<file path="src/rtl/br_resolve_if.sv">
// Handshake bundle between fetch/execute and the branch-resolution controller.
// Size DEPTH to match the controller so inflight_o widths agree.
interface br_resolve_if #(
    parameter int DEPTH = 4
);
    logic                         pred_valid_i;
    logic                         pred_taken_i;
    logic [31:0]                  pred_pc_i;
    logic [31:0]                  pred_target_i;
    logic                         pred_ready_o;
    logic                         res_valid_i;
    logic                         res_taken_i;
    logic [31:0]                  res_target_i;
    logic                         upd_valid_o;
    logic                         upd_miss_o;
    logic                         redirect_o;
    logic [31:0]                  redirect_pc_o;
    logic                         flush_o;
    logic [$clog2(DEPTH+1)-1:0]   inflight_o;

    modport master (
        output pred_valid_i, pred_taken_i, pred_pc_i, pred_target_i,
        output res_valid_i, res_taken_i, res_target_i,
        input  pred_ready_o, upd_valid_o, upd_miss_o, redirect_o,
        input  redirect_pc_o, flush_o, inflight_o
    );

    modport slave (
        input  pred_valid_i, pred_taken_i, pred_pc_i, pred_target_i,
        input  res_valid_i, res_taken_i, res_target_i,
        output pred_ready_o, upd_valid_o, upd_miss_o, redirect_o,
        output redirect_pc_o, flush_o, inflight_o
    );
endinterface

</file>
<file path="src/rtl/br_resolve_ctrl.sv">
// In-order queue of fetch branch predictions checked against execute resolution.
// Drives predictor training, fetch redirect and a timed flush. Define BR_CTRL_STATS_EN for stat counters.
module br_resolve_ctrl #(
    parameter int DEPTH        = 4,
    parameter int FLUSH_CYCLES = 2
) (
    input  logic        clk,
    input  logic        reset_n,
`ifdef BR_CTRL_STATS_EN
    output logic [31:0] stat_resolved_o,
    output logic [31:0] stat_miss_o,
    output logic        stat_err_o,
`endif
    br_resolve_if.slave bus
);
    localparam int PTR_W = $clog2(DEPTH);
    localparam int CNT_W = $clog2(DEPTH + 1);
    localparam int FC_W  = (FLUSH_CYCLES > 1) ? $clog2(FLUSH_CYCLES) : 1;

    localparam logic [CNT_W-1:0] FULL_CNT   = CNT_W'(DEPTH);
    localparam logic [FC_W-1:0]  FLUSH_LAST = FC_W'(FLUSH_CYCLES - 1);

    localparam logic [0:0] ST_RUN   = 1'b0;
    localparam logic [0:0] ST_FLUSH = 1'b1;

    logic [0:0]       state_q;
    logic [FC_W-1:0]  fcnt_q;
    logic [CNT_W-1:0] count_q;
    logic [PTR_W-1:0] rd_ptr_q;
    logic [PTR_W-1:0] wr_ptr_q;

    logic [31:0] q_pc     [DEPTH];
    logic        q_taken  [DEPTH];
    logic [31:0] q_target [DEPTH];

    logic        upd_vld_p1;
    logic        upd_miss_p1;
    logic        redir_p1;
    logic [31:0] redir_pc_p1;

    logic run;
    logic pred_ready;
    logic res_fire;
    logic mispred;
    logic push;
    logic pop;
    logic head_taken;
    logic [31:0] head_target;

    // The branch PC is carried for each in-flight record; nothing consumes it yet.
    logic unused_head_pc;

    assign run            = (state_q == ST_RUN);
    assign pred_ready     = run && (count_q != FULL_CNT);
    assign head_taken     = q_taken[rd_ptr_q];
    assign head_target    = q_target[rd_ptr_q];
    assign unused_head_pc = ^q_pc[rd_ptr_q];

    assign res_fire = run && bus.res_valid_i && (count_q != '0);
    assign mispred  = res_fire &&
                      ((bus.res_taken_i != head_taken) || (bus.res_target_i != head_target));
    assign push     = bus.pred_valid_i && pred_ready;
    assign pop      = res_fire && !mispred;

    // p0 -> p1: queue bookkeeping, flush sequencing and registered resolution outputs
    always_ff @(posedge clk or negedge reset_n) begin
        if (!reset_n) begin
            state_q     <= ST_RUN;
            fcnt_q      <= '0;
            count_q     <= '0;
            rd_ptr_q    <= '0;
            wr_ptr_q    <= '0;
            upd_vld_p1  <= 1'b0;
            upd_miss_p1 <= 1'b0;
            redir_p1    <= 1'b0;
            redir_pc_p1 <= '0;
        end else begin
            upd_vld_p1  <= res_fire;
            upd_miss_p1 <= mispred;
            redir_p1    <= mispred;
            if (mispred) begin
                redir_pc_p1 <= bus.res_target_i;
            end

            if (mispred) begin
                count_q  <= '0;
                rd_ptr_q <= '0;
                wr_ptr_q <= '0;
                state_q  <= ST_FLUSH;
                fcnt_q   <= FLUSH_LAST;
            end else if (state_q == ST_FLUSH) begin
                if (fcnt_q == '0) begin
                    state_q <= ST_RUN;
                end else begin
                    fcnt_q <= fcnt_q - FC_W'(1);
                end
            end else begin
                if (push) begin
                    wr_ptr_q <= wr_ptr_q + PTR_W'(1);
                end
                if (pop) begin
                    rd_ptr_q <= rd_ptr_q + PTR_W'(1);
                end
                case ({push, pop})
                    2'b10:   count_q <= count_q + CNT_W'(1);
                    2'b01:   count_q <= count_q - CNT_W'(1);
                    default: count_q <= count_q;
                endcase
            end
        end
    end

    // Entry storage is plain data; the pointers alone decide what is valid.
    always_ff @(posedge clk) begin
        if (push && !mispred) begin
            q_pc[wr_ptr_q]     <= bus.pred_pc_i;
            q_taken[wr_ptr_q]  <= bus.pred_taken_i;
            q_target[wr_ptr_q] <= bus.pred_target_i;
        end
    end

    assign bus.pred_ready_o  = pred_ready;
    assign bus.upd_valid_o   = upd_vld_p1;
    assign bus.upd_miss_o    = upd_miss_p1;
    assign bus.redirect_o    = redir_p1;
    assign bus.redirect_pc_o = redir_pc_p1;
    assign bus.flush_o       = (state_q == ST_FLUSH);
    assign bus.inflight_o    = count_q;

`ifdef BR_CTRL_STATS_EN
    function automatic logic [31:0] sat_inc(input logic [31:0] v);
        return (v == 32'hFFFF_FFFF) ? v : v + 32'd1;
    endfunction

    // p1 -> p2: statistics follow the registered training strobes
    always_ff @(posedge clk or negedge reset_n) begin
        if (!reset_n) begin
            stat_resolved_o <= '0;
            stat_miss_o     <= '0;
            stat_err_o      <= 1'b0;
        end else begin
            if (upd_vld_p1) begin
                stat_resolved_o <= sat_inc(stat_resolved_o);
            end
            if (upd_vld_p1 && upd_miss_p1) begin
                stat_miss_o <= sat_inc(stat_miss_o);
            end
            if (run && bus.res_valid_i && (count_q == '0)) begin
                stat_err_o <= 1'b1;
            end
        end
    end
`endif
endmodule

</file>
<file path="src/flat_wrapper.sv">
// flat-port wrapper written by rule: the top's interface ports become plain ports
module br_resolve_ctrl_flat 
#(
    parameter int DEPTH        = 4,
    parameter int FLUSH_CYCLES = 2
)
  (clk, reset_n, bus_pred_valid_i, bus_pred_taken_i, bus_pred_pc_i, bus_pred_target_i, bus_res_valid_i, bus_res_taken_i, bus_res_target_i, bus_pred_ready_o, bus_upd_valid_o, bus_upd_miss_o, bus_redirect_o, bus_redirect_pc_o, bus_flush_o, bus_inflight_o);
  br_resolve_if #(.DEPTH(DEPTH)) bus_i ();
  input  logic clk;
  input  logic reset_n;
  input wire logic [$bits(bus_i.pred_valid_i)-1:0] bus_pred_valid_i;
  input wire logic [$bits(bus_i.pred_taken_i)-1:0] bus_pred_taken_i;
  input wire logic [$bits(bus_i.pred_pc_i)-1:0] bus_pred_pc_i;
  input wire logic [$bits(bus_i.pred_target_i)-1:0] bus_pred_target_i;
  input wire logic [$bits(bus_i.res_valid_i)-1:0] bus_res_valid_i;
  input wire logic [$bits(bus_i.res_taken_i)-1:0] bus_res_taken_i;
  input wire logic [$bits(bus_i.res_target_i)-1:0] bus_res_target_i;
  output wire logic [$bits(bus_i.pred_ready_o)-1:0] bus_pred_ready_o;
  output wire logic [$bits(bus_i.upd_valid_o)-1:0] bus_upd_valid_o;
  output wire logic [$bits(bus_i.upd_miss_o)-1:0] bus_upd_miss_o;
  output wire logic [$bits(bus_i.redirect_o)-1:0] bus_redirect_o;
  output wire logic [$bits(bus_i.redirect_pc_o)-1:0] bus_redirect_pc_o;
  output wire logic [$bits(bus_i.flush_o)-1:0] bus_flush_o;
  output wire logic [$bits(bus_i.inflight_o)-1:0] bus_inflight_o;
  assign bus_i.pred_valid_i = bus_pred_valid_i;
  assign bus_i.pred_taken_i = bus_pred_taken_i;
  assign bus_i.pred_pc_i = bus_pred_pc_i;
  assign bus_i.pred_target_i = bus_pred_target_i;
  assign bus_i.res_valid_i = bus_res_valid_i;
  assign bus_i.res_taken_i = bus_res_taken_i;
  assign bus_i.res_target_i = bus_res_target_i;
  assign bus_pred_ready_o = bus_i.pred_ready_o;
  assign bus_upd_valid_o = bus_i.upd_valid_o;
  assign bus_upd_miss_o = bus_i.upd_miss_o;
  assign bus_redirect_o = bus_i.redirect_o;
  assign bus_redirect_pc_o = bus_i.redirect_pc_o;
  assign bus_flush_o = bus_i.flush_o;
  assign bus_inflight_o = bus_i.inflight_o;
  br_resolve_ctrl #(.DEPTH(DEPTH), .FLUSH_CYCLES(FLUSH_CYCLES)) u_core (.clk(clk), .reset_n(reset_n), .bus(bus_i));
endmodule
</file>
<file path="config.mk">
export PLATFORM = sky130hd
export DESIGN_NAME = br_resolve_ctrl_flat
export DESIGN_NICKNAME = d
export VERILOG_FILES = /design/src/rtl/br_resolve_if.sv /design/src/rtl/br_resolve_ctrl.sv /design/src/flat_wrapper.sv
export SDC_FILE = /design/constraint.sdc
export NUM_CORES = 1
export LEC_CHECK = 0
export CELL_PAD_IN_SITES_DETAIL_PLACEMENT = 1
export CELL_PAD_IN_SITES_GLOBAL_PLACEMENT = 2
export CORE_ASPECT_RATIO = 0.7
export CORE_MARGIN = 2
export CORE_UTILIZATION = 35
export DETAILED_ROUTE_END_ITERATION = 16
export PLACE_DENSITY_LB_ADDON = 0.1
export SYNTH_ARGS = -nofsm -noshare
export SYNTH_HDL_FRONTEND = slang
export SYNTH_SLANG_ARGS = --single-unit
</file>
<file path="constraint.sdc">
create_clock -name clk -period 4.55 [get_ports clk]
set_clock_uncertainty 0.05 [all_clocks]
set_input_delay 0.91 -clock clk [delete_from_list [all_inputs] [get_ports clk]]
set_output_delay 0.91 -clock clk [all_outputs]
set_load 0.005 [all_outputs]
</file>
* Yosys cells after proc, flatten, opt, wreduce, memory -nomap -nowiden
Memory sizes are Yosys's and may differ from the RTL's.
Index checks and enable logic that the tools add are counted.
** Operators by class
- Add/subtract/negate cells :: 5
- Div/mod/pow operators :: 0
- Bitwise operators :: 1
- Equality and inequality tests :: 6
- Multiplexer cells :: 17
- Reductions and logical operators :: 17
- Multiply operators :: 0
- $lt $le $gt $ge :: 0
- Shifts and indexed selects :: 0
** Operators by type and width (count)
- 32-bit != test :: 1
- 2-bit two-way mux :: 6
- 1-bit two-way mux :: 8
- 1-bit logical AND :: 7
- 3-bit two-way mux :: 2
- 3-bit case mux with 2 select lines :: 1
- 2-bit AND reduction :: 3
- 2-bit nonzero test :: 3
- 3-bit nonzero test :: 2
- 2-bit by 1-bit adder with 2-bit output (second input constant) :: 2
- 3-bit by 1-bit adder with 3-bit output (second input constant) :: 1
- 3-bit != test (second input constant) :: 1
- 3-bit by 1-bit subtractor with 3-bit output (second input constant) :: 1
- 2-bit by 1-bit equality test with 1-bit output (second input constant) :: 1
- 2-bit equality test (second input constant) :: 1
- 2-bit != test (second input constant) :: 1
- 1-bit logical NOT :: 1
- 1-bit logical OR :: 1
- 1-bit != test :: 1
- 1-bit inverter :: 1
- 1-bit subtractor (second input constant) :: 1
** Word-level totals
- Input bits :: 102
- Bits in registers :: 43
- Output and inout bits :: 40
- ROM bits :: 0
- Bits in latches :: 0
- Memories kept :: 2
- Bits in writable memories :: 132
** Memories
- u_core.q_target :: depth 4, bits a word 32, read ports 1, clocked after memory_dff 0, write ports 1, RTL line br_resolve_ctrl.sv:34 : logic [31:0] q_target [DEPTH];
- u_core.q_taken :: depth 4, bits a word 1, read ports 1, clocked after memory_dff 0, write ports 1, RTL line br_resolve_ctrl.sv:33 : logic q_taken [DEPTH];

* Depth between registers and ports, before layout
Gate-level depths: netlist of the first run.
- Word-level depth :: 10
- Depth in mapped cells :: 15
- Mapped depth without buffers :: 13

* Least setup slack after synthesis of the first run
No wires, ideal clock.
- Path kind :: reg-to-reg
- Start point :: reg u_core.rd_ptr_q[1]
- End point :: mem u_core.q_taken[0] (enable)
- Data arrival time :: 3719 ps
- Cell stages (with the launch flop) :: 10
- Setup time :: 423 ps
- Slack :: 358 ps
- Buffers on the path :: 3
- Clock period less this slack :: 4192 ps
- Data required time :: 4077 ps
- Cells stage by stage :: dfrtp_1 clkbuf_1 clkbuf_1 mux4_2 xnor2_1 nand4_1 nor4_4 a31oi_4 buf_2 nor2_1
** Between the ends
- Cells in the longest elaborated chain, start to end :: 8
- Elaborated cells on any way between the ends :: 10
- Those cells by class :: eq/ne (2); mux (2); reduce/logical (4); memory (2)
** RTL lines
- start: declaration :: RTL line br_resolve_ctrl.sv:29 : logic [PTR_W-1:0] rd_ptr_q;
- start signal: assignment :: RTL line br_resolve_ctrl.sv:102 : rd_ptr_q <= rd_ptr_q + PTR_W'(1);
- memory 4 x 32 bit / memory 4 x 1 bit (equally long branches)
- 32-bit != test / 1-bit != test (equally long branches) :: RTL line br_resolve_ctrl.sv:61 : ((bus.res_taken_i != head_taken) || (bus.res_target_i != head_target));
- 1-bit logical OR (*) :: RTL line br_resolve_ctrl.sv:61
- 1-bit logical AND (*) :: RTL line br_resolve_ctrl.sv:60 : assign mispred = res_fire &&
- via u_core.mispred :: RTL line br_resolve_ctrl.sv:44 : logic mispred;
- 1-bit logical NOT (*) :: RTL line br_resolve_ctrl.sv:115 : if (push && !mispred) begin
- 1-bit logical AND (*) :: RTL line br_resolve_ctrl.sv:115
- 1-bit two-way mux (*) :: RTL line br_resolve_ctrl.sv:115
- 1-bit two-way mux (*)
- end: declaration :: RTL line br_resolve_ctrl.sv:33
Mark *: on every way through the listed nets, which the timed path passes. The rest lies on a longest branch.

* Final worst setup path of the first run
- Start point :: reg u_core.rd_ptr_q[1]
- End point :: reg u_core.count_q[2] (netlist: u_core.bus.inflight_o[2])
** Between the ends
- Cells in the longest elaborated chain, start to end :: 10
- Elaborated cells on any way between the ends :: 16
- Those cells by class :: eq/ne (5); mux (3); reduce/logical (6); memory (2)
** RTL lines
- memory 4 x 32 bit / memory 4 x 1 bit (equally long branches)
- 32-bit != test / 1-bit != test (equally long branches) :: RTL line br_resolve_ctrl.sv:61
- 1-bit logical OR (*) :: RTL line br_resolve_ctrl.sv:61
- 1-bit logical AND (*) :: RTL line br_resolve_ctrl.sv:60
- 1-bit logical NOT :: RTL line br_resolve_ctrl.sv:63 : assign pop = res_fire && !mispred;
- 1-bit logical AND :: RTL line br_resolve_ctrl.sv:63
- 2-bit by 1-bit equality test with 1-bit output / 2-bit equality test (equally long branches) :: RTL line br_resolve_ctrl.sv:104 : case ({push, pop})
- 3-bit case mux with 2 select lines :: RTL line br_resolve_ctrl.sv:104
- 3-bit two-way mux :: RTL line br_resolve_ctrl.sv:91 : end else if (state_q == ST_FLUSH) begin
- 3-bit two-way mux :: RTL line br_resolve_ctrl.sv:85 : if (mispred) begin
- end signal: assignment :: RTL line br_resolve_ctrl.sv:105 : 2'b10: count_q <= count_q + CNT_W'(1);
- end signal: assignment :: RTL line br_resolve_ctrl.sv:106 : 2'b01: count_q <= count_q - CNT_W'(1);
- end signal: assignment :: RTL line br_resolve_ctrl.sv:107 : default: count_q <= count_q;
- end: declaration :: RTL line br_resolve_ctrl.sv:28 : logic [CNT_W-1:0] count_q;
Mark *: on every way between the ends. The rest lies on a longest branch, timed or not. The select of a mux whose other input is x is not followed.
A chain may end at the register's enable or synchronous reset.

==> flow_metrics.env, run 1 <==
export IMPL_critical_path_slowest_cell="dfrtp_2"
export IMPL_dr_total_vias=3481
export IMPL_h_tree_depth=4
export IMPL_cts_tree="yes"
export IMPL_p_total_mw=4.89
export IMPL_grt_pass1_wl_mm=23.1
export IMPL_crit_chain="buf_4 > mux4_2 > xnor2_1 > nand4_1 > nor4_4 > nand4_1 > inv_1 > ha_1 > inv_1 > fa_1 > xnor2_1 > nand2_1 > xor2_1 > nor2_1"
export IMPL_ys_types=31
export IMPL_ys_flop_type="edfxtp_1"
export IMPL_rows=43
export IMPL_peakVddDrop_mv=0.258
export IMPL_regArea_um2=5040
export IMPL_cts_buffers=17
export IMPL_crit_type="flip-flop to flip-flop"
export IMPL_p_comb_share_pct=26.2
export IMPL_max_slew_worst_pin_slew_ns=0.916
export IMPL_async_reset_ff_share_pct=24.6
export IMPL_n_fill_cell=1923
export IMPL_vias_per_cell=4.58
export IMPL_clkTransAtPathRegs_ns=0.07
export IMPL_wl_per_cell_um=19.2
export IMPL_area_growth_pct=29.1
export IMPL_p_int_mw=3.63
export IMPL_worstPathArrival_ns=3.92
export IMPL_setup_violations=0
export IMPL_p_leak_nw=3.12
export IMPL_portBuffers=109
export IMPL_holdBufCountCts=0
export IMPL_crit_required_ns=4.80
export IMPL_initial_utilization_pct=35.6
export IMPL_fin_ws_ns=0.881
export IMPL_drive_above_1_share_pct=23.9
export IMPL_nets=584
export IMPL_crit_buf_inv=3
export IMPL_wl_mm=14.6
export IMPL_worst_setup_path_end_kind="flip-flop"
export IMPL_clkSinkCount=175
export IMPL_holdWs_ns=0.438
export IMPL_tns_ns=0
export IMPL_dp_hpwl_mm=9.63
export IMPL_power_share_clock_pct=28.1
export IMPL_grt_pass1_vias=3896
export IMPL_multiInputGateArea_um2=1900
export IMPL_place_congestion=0.682
export IMPL_hold_path_class="flip-flop to flip-flop"
export IMPL_syn_mean_instance_area_um2=20.3
export IMPL_rsz0062_at_grt="no"
export IMPL_grt_total_usage_pct=14.8
export IMPL_pwr_share_seq_pct=45.7
export IMPL_placedInstanceArea_um2=8560
export IMPL_clock_path_buffers=2
export IMPL_grt_max_degree=44
export IMPL_postLayoutCellArea_um2=9110
export IMPL_cap_violations=0
export IMPL_p_per_area_nw_per_um2=537
export IMPL_antenna_found_initial=2
export IMPL_p_switching_mw=1.26
export IMPL_cts_resized=0
export IMPL_ys_warn_count=0
export IMPL_slew_headroom_pct=39.0
export IMPL_max_freq_mhz=273
export IMPL_slowest_delay_ns=0.55
export IMPL_synth_edf_count=132
export IMPL_status="complete, no violations"
export IMPL_drt_iter0_markers=155
export IMPL_clk_latency_ns=0.43
export IMPL_drt_drc_violations_left=0
export IMPL_syn_inst=348
export IMPL_ant_nets=0
export IMPL_hold_viol_final=0
export IMPL_die_h_um=123
export IMPL_cp_start_kind="flip-flop"
export IMPL_ys_ff_latch=175
export IMPL_yosysSeqAreaShare_pct=71.5
export IMPL_finalMaxSlewViolations=0
export IMPL_first_pass_iters=4
export IMPL_finalCriticalPeriod_ns=3.67
export IMPL_period_share_pct=80.6
export IMPL_syn_nets=456
export IMPL_cp_top_family="simple AND/OR/NAND/NOR gates"
export IMPL_sw_frac_of_total_pct=25.8
export IMPL_grt_overflow_total=0
export IMPL_ios=142
export IMPL_clockRootBuffer="clkbuf_16"
export IMPL_die_area_um2=21300
export IMPL_synth_area_um2=7050
export IMPL_dpl_worst_slack_ns=0.612
export IMPL_coreArea_um2=19800
export IMPL_cp_max_fo=15
export IMPL_post_cts_repair_setup_buffers=0
export IMPL_die_w_um=174
path summary, 6_finish.rpt:
kind | from | to | slack, ns | depth (start not counted)
max reg2reg | u_core.rd_ptr_q[1] | u_core.bus.inflight_o[2] | 0.88 | 14
min reg2reg | u_core.fcnt_q | u_core.fcnt_q | 0.44 | 1
min in group asynchronous | reset_n | u_core.bus.redirect_pc_o[9] | 0.54 | 2
max in group asynchronous | reset_n | u_core.rd_ptr_q[1] | 3.45 | 2
max | u_core.rd_ptr_q[1] | u_core.bus.inflight_o[2] | 0.88 | 14
min | u_core.fcnt_q | u_core.fcnt_q | 0.44 | 1
state kept, by name (all words and copies together), names as in the netlist:
register	flops
u_core.bus.upd_miss_o	1
u_core.bus.upd_valid_o	1
u_core.bus.redirect_pc_o	32
u_core.bus.flush_o	1
u_core.fcnt_q	1
u_core.q_target	128
u_core.bus.inflight_o	3
u_core.wr_ptr_q	2
u_core.q_taken	4
u_core.rd_ptr_q	2
logic make-up after synthesis:
kind of cell             synth area share (%)
multiplexers                             17.3
flip-flops                               71.5
XOR/XNOR                                 4.59
AND/OR/NAND/NOR                          2.29
adder cells (fa/ha/maj)                  1.17
AO/OA/AOI/OAI                            1.12
buffers and inverters                    2.09
power by group through the flow:
stage	logic, mW	registers (mW)	clock network, mW
finish	1.28	2.23	1.37
global route	1.40	2.28	1.47
CTS	1.32	2.24	1.41
detailed placement	1.31	2.27	0
global placement	1.31	2.25	0
floorplan	0.662	2.26	0
through the flow:
step	instances	utilization, %
global placement	727	43.2
floorplan	348	-
detailed placement	727	43.2
global route	759	46.0
finish	760	46.0
CTS	759	46.0
layer usage:
| metal | routed length (um) | share of wire, % | vias up | track usage, % |
|---|---|---|---|---|
| met3 | 699 | 4.8 | 17 | 4.31 |
| li1 | - | - | 1605 | - |
| met1 | 7150 | 49 | 1776 | 20.5 |
| met5 | 0 | 0 | - | 0 |
| met2 | 6530 | 45 | 83 | 22.3 |
| met4 | 246 | 1.7 | 0 | 5.67 |
cell usage after synthesis, types with 2 or more instances:
master      n  area, um2
edfxtp_1  132       3960
ha_1        5       62.6
nand2_1     7       26.3
mux2_4     28        420
nor2_1     10       37.5
nand4_1     8       50.1
xor2_1      3       26.3
inv_1      11       41.3
dfrtp_1    43       1080
mux2_2      4       45.0
buf_6       6       67.6
mux4_2     33        743
a21o_1      2       15.0
xnor2_1    34        298
clkbuf_1    5       18.8
buf_4       2       15.0
cell usage in the layout (no fill, tap or decap), types with 2 or more instances in the layout:
cell type        instances
clkinv_4                 2
nand4_1                  8
nor2_4                   4
nor2_1                   6
a21o_1                   2
inv_6                    3
dfrtp_1                 41
buf_12                   4
clkinv_1                 2
clkinvlp_4               3
xor2_1                   3
nand2_1                  7
clkbuf_1                 2
clkdlybuf4s50_1        108
clkinv_2                 2
buf_4                   10
mux4_2                  33
dfrtp_2                  2
xnor2_1                 34
inv_1                   11
mux2_4                  28
mux2_2                   4
ha_1                     5
clkbuf_16               17
edfxtp_1               132
final cells by class:
type	instances	share of cell area, %
Timing Repair Buffer	123	13.6
Sequential cell	175	55.4
Inverter	11	0.453
Tap cell	270	3.71
Clock buffer	19	4.75
Clock inverter	13	1.25
Multi-Input combinational cell	148	20.8
Antenna cell	1	0.0275
(Power assumes the default switching activity.)
==> run 2: changes to the inputs <==
==> constraint.sdc (replaced) <==
create_clock -name clk -period 3.42 [get_ports clk]
set_clock_uncertainty 0.05 [all_clocks]
set_input_delay 0.684 -clock clk [delete_from_list [all_inputs] [get_ports clk]]
set_output_delay 0.684 -clock clk [all_outputs]
set_load 0.005 [all_outputs]
==> run 2 against run 1 <==
Compared with the run above: sequential share of layout area down 2.5 points; first-iteration DRC count down 9.7%; cell count up 4.1%; total power up 37%; utilization up 2.2 points; register-to-register slack worse by 0.81 ns; fmax up 9.7%; clock-buffer cell count down 1; hold slack about the same; clock power up 42%; final area up 4.7%; worst setup slack worse by 0.81 ns; highest routed layer unchanged.
==> flow_metrics.env, run 2 (synthesis results as in run 1) <==
export IMPL_status="complete, no violations"
export IMPL_n_fill_cell=1859
export IMPL_sw_frac_of_total_pct=25.3
export IMPL_critical_path_slowest_cell="mux4_2"
export IMPL_cap_violations=0
export IMPL_power_share_clock_pct=29.2
export IMPL_p_switching_mw=1.69
export IMPL_worstPathArrival_ns=3.59
export IMPL_first_pass_iters=4
export IMPL_clkTransAtPathRegs_ns=0.07
export IMPL_cp_start_kind="flip-flop"
export IMPL_holdBufCountCts=0
export IMPL_crit_required_ns=3.66
export IMPL_p_int_mw=5.00
export IMPL_period_share_pct=97.8
export IMPL_slew_headroom_pct=24.4
export IMPL_top_register="u_core.q_target"
export IMPL_crit_type="flip-flop to flip-flop"
export IMPL_cts_tree="yes"
export IMPL_peakVddDrop_mv=0.417
export IMPL_crit_chain="buf_6 > buf_12 > mux4_2 > xnor2_2 > nand4_1 > nor4_4 > nand4_1 > inv_1 > ha_1 > inv_1 > fa_2 > xnor2_1 > nand2_1 > xor2_1 > nor2_1"
export IMPL_initial_utilization_pct=35.6
export IMPL_tns_ns=0
export IMPL_max_freq_mhz=299
export IMPL_ios=142
export IMPL_startpoint="u_core.rd_ptr_q[0]"
export IMPL_wl_mm=15.4
export IMPL_largest_reg_flops=128
export IMPL_layout_common_cells="edfxtp_1 (132), clkdlybuf4s50_1 (108), dfrtp_1 (41)"
export IMPL_dp_hpwl_mm=10.0
export IMPL_max_slew_worst_pin_slew_ns=1.13
export IMPL_die_area_um2=21300
export IMPL_clockRootBuffer="clkbuf_16"
export IMPL_reg2reg_depth=15
export IMPL_antenna_found_initial=2
export IMPL_vias_per_cell=4.64
export IMPL_p_per_area_nw_per_um2=702
export IMPL_dr_total_vias=3667
export IMPL_setup_violations=0
export IMPL_clkSinkCount=175
export IMPL_die_h_um=123
export IMPL_fin_ws_ns=0.0746
export IMPL_worst_setup_path_end_kind="flip-flop"
export IMPL_drt_iter0_markers=140
export IMPL_pwr_share_seq_pct=44.5
export IMPL_placedInstanceArea_um2=8660
export IMPL_coreArea_um2=19800
export IMPL_drive_above_1_share_pct=30.0
export IMPL_p_leak_nw=3.35
export IMPL_rr_startpoint="u_core.rd_ptr_q[0]"
export IMPL_dpl_worst_slack_ns=-0.139
export IMPL_grt_overflow_total=0
export IMPL_hold_path_class="input pin to async pin"
export IMPL_grt_total_usage_pct=15.4
export IMPL_grt_pass1_wl_mm=23.8
export IMPL_cts_buffers=17
export IMPL_h_tree_depth=4
export IMPL_p_comb_share_pct=26.3
export IMPL_finalMaxSlewViolations=0
export IMPL_slowest_delay_ns=0.53
export IMPL_die_w_um=174
export IMPL_finalCriticalPeriod_ns=3.35
export IMPL_rsz0062_at_grt="yes"
export IMPL_postLayoutCellArea_um2=9530
export IMPL_final_common_cell="edfxtp_1"
export IMPL_wl_per_cell_um=19.4
export IMPL_place_congestion=0.681
export IMPL_crit_cells=15
export IMPL_drt_drc_violations_left=0
export IMPL_cp_top_family="simple AND/OR/NAND/NOR gates"
export IMPL_nets=615
export IMPL_rows=43
export IMPL_grt_pass1_vias=4106
export IMPL_ant_nets=0
export IMPL_hold_viol_final=0
export IMPL_cp_max_fo=5
export IMPL_grt_max_degree=44
export IMPL_portBuffers=109
export IMPL_clock_path_buffers=2
export IMPL_area_growth_pct=35.2
export IMPL_clk_latency_ns=0.42
export IMPL_crit_buf_inv=4
[run 2: path summary, 6_finish.rpt]
kind	to	slack, ns
max	u_core.bus.inflight_o[2]	0.07
min	u_core.bus.redirect_pc_o[24]	0.44
max reg2reg	u_core.bus.inflight_o[2]	0.07
min reg2reg	u_core.bus.flush_o	0.46
max in group asynchronous	u_core.rd_ptr_q[1]	2.05
min in group clk	u_core.bus.flush_o	0.46
[run 2: worst reg2reg max path, delay by kind of cell (launching register included)]
family / cells / cell delay (ns)
flip-flops: 1 / 0.44
multiplexers: 1 / 0.53
XOR/XNOR: 3 / 0.49
AND/OR/NAND/NOR: 5 / 0.80
adder cells (fa/ha/maj): 2 / 0.49
buffers and inverters: 4 / 0.43
[run 2: timing repair]
item                       CTS  global route
setup endpoints to repair    1             3
pin swaps                    4             9
setup buffers               16             8
gates cloned                 0             1
resized for setup            4             8
[run 2: cell type report]
cell class / count / area [um2] / share of cell area, %
tap: 270 / 338 / 3.54
multi-input combinational: 148 / 1940 / 20.4
clock buffer: 18 / 429 / 4.50
inverter: 11 / 41.3 / 0.433
antenna: 1 / 2.50 / 0.0262
clock inverter: 14 / 166 / 1.75
sequential: 175 / 5040 / 52.9
timing repair buffer: 154 / 1570 / 16.5
[run 2: power groups by stage]
stage / Sequential (mW) / Clock (mW) / Combinational [mW]
6_report: 2.98 / 1.95 / 1.76
5_1_grt: 3.03 / 2.09 / 1.91
4_1_cts: 2.98 / 2.01 / 1.79
3_5_place_dp: 3.02 / 0 / 1.78
3_3_place_gp: 2.99 / 0 / 1.76
2_1_floorplan: 3.01 / 0 / 0.887
[run 2: layer usage]
metal	vias up	GRT usage [%]	routed length, um
met1	1894	20.9	7520
met5	-	0	0
met2	88	24.0	6950
met4	0	4.88	168
li1	1671	-	-
met3	14	4.62	724
[run 2: per-stage QoR]
step / power [mW] / hold WS (ns) / cells / utilization [%]
final: 6.69 / 0.438 / 791 / 48.2
after global routing: 7.03 / 0.475 / 790 / 48.1
after CTS: 6.79 / 0.454 / 782 / 47.6
after detailed placement: 4.79 / 0.439 / 734 / 43.7
after global placement: 4.75 / 0.411 / 734 / 43.7
after floorplan: 3.89 / 0.338 / 348 / -
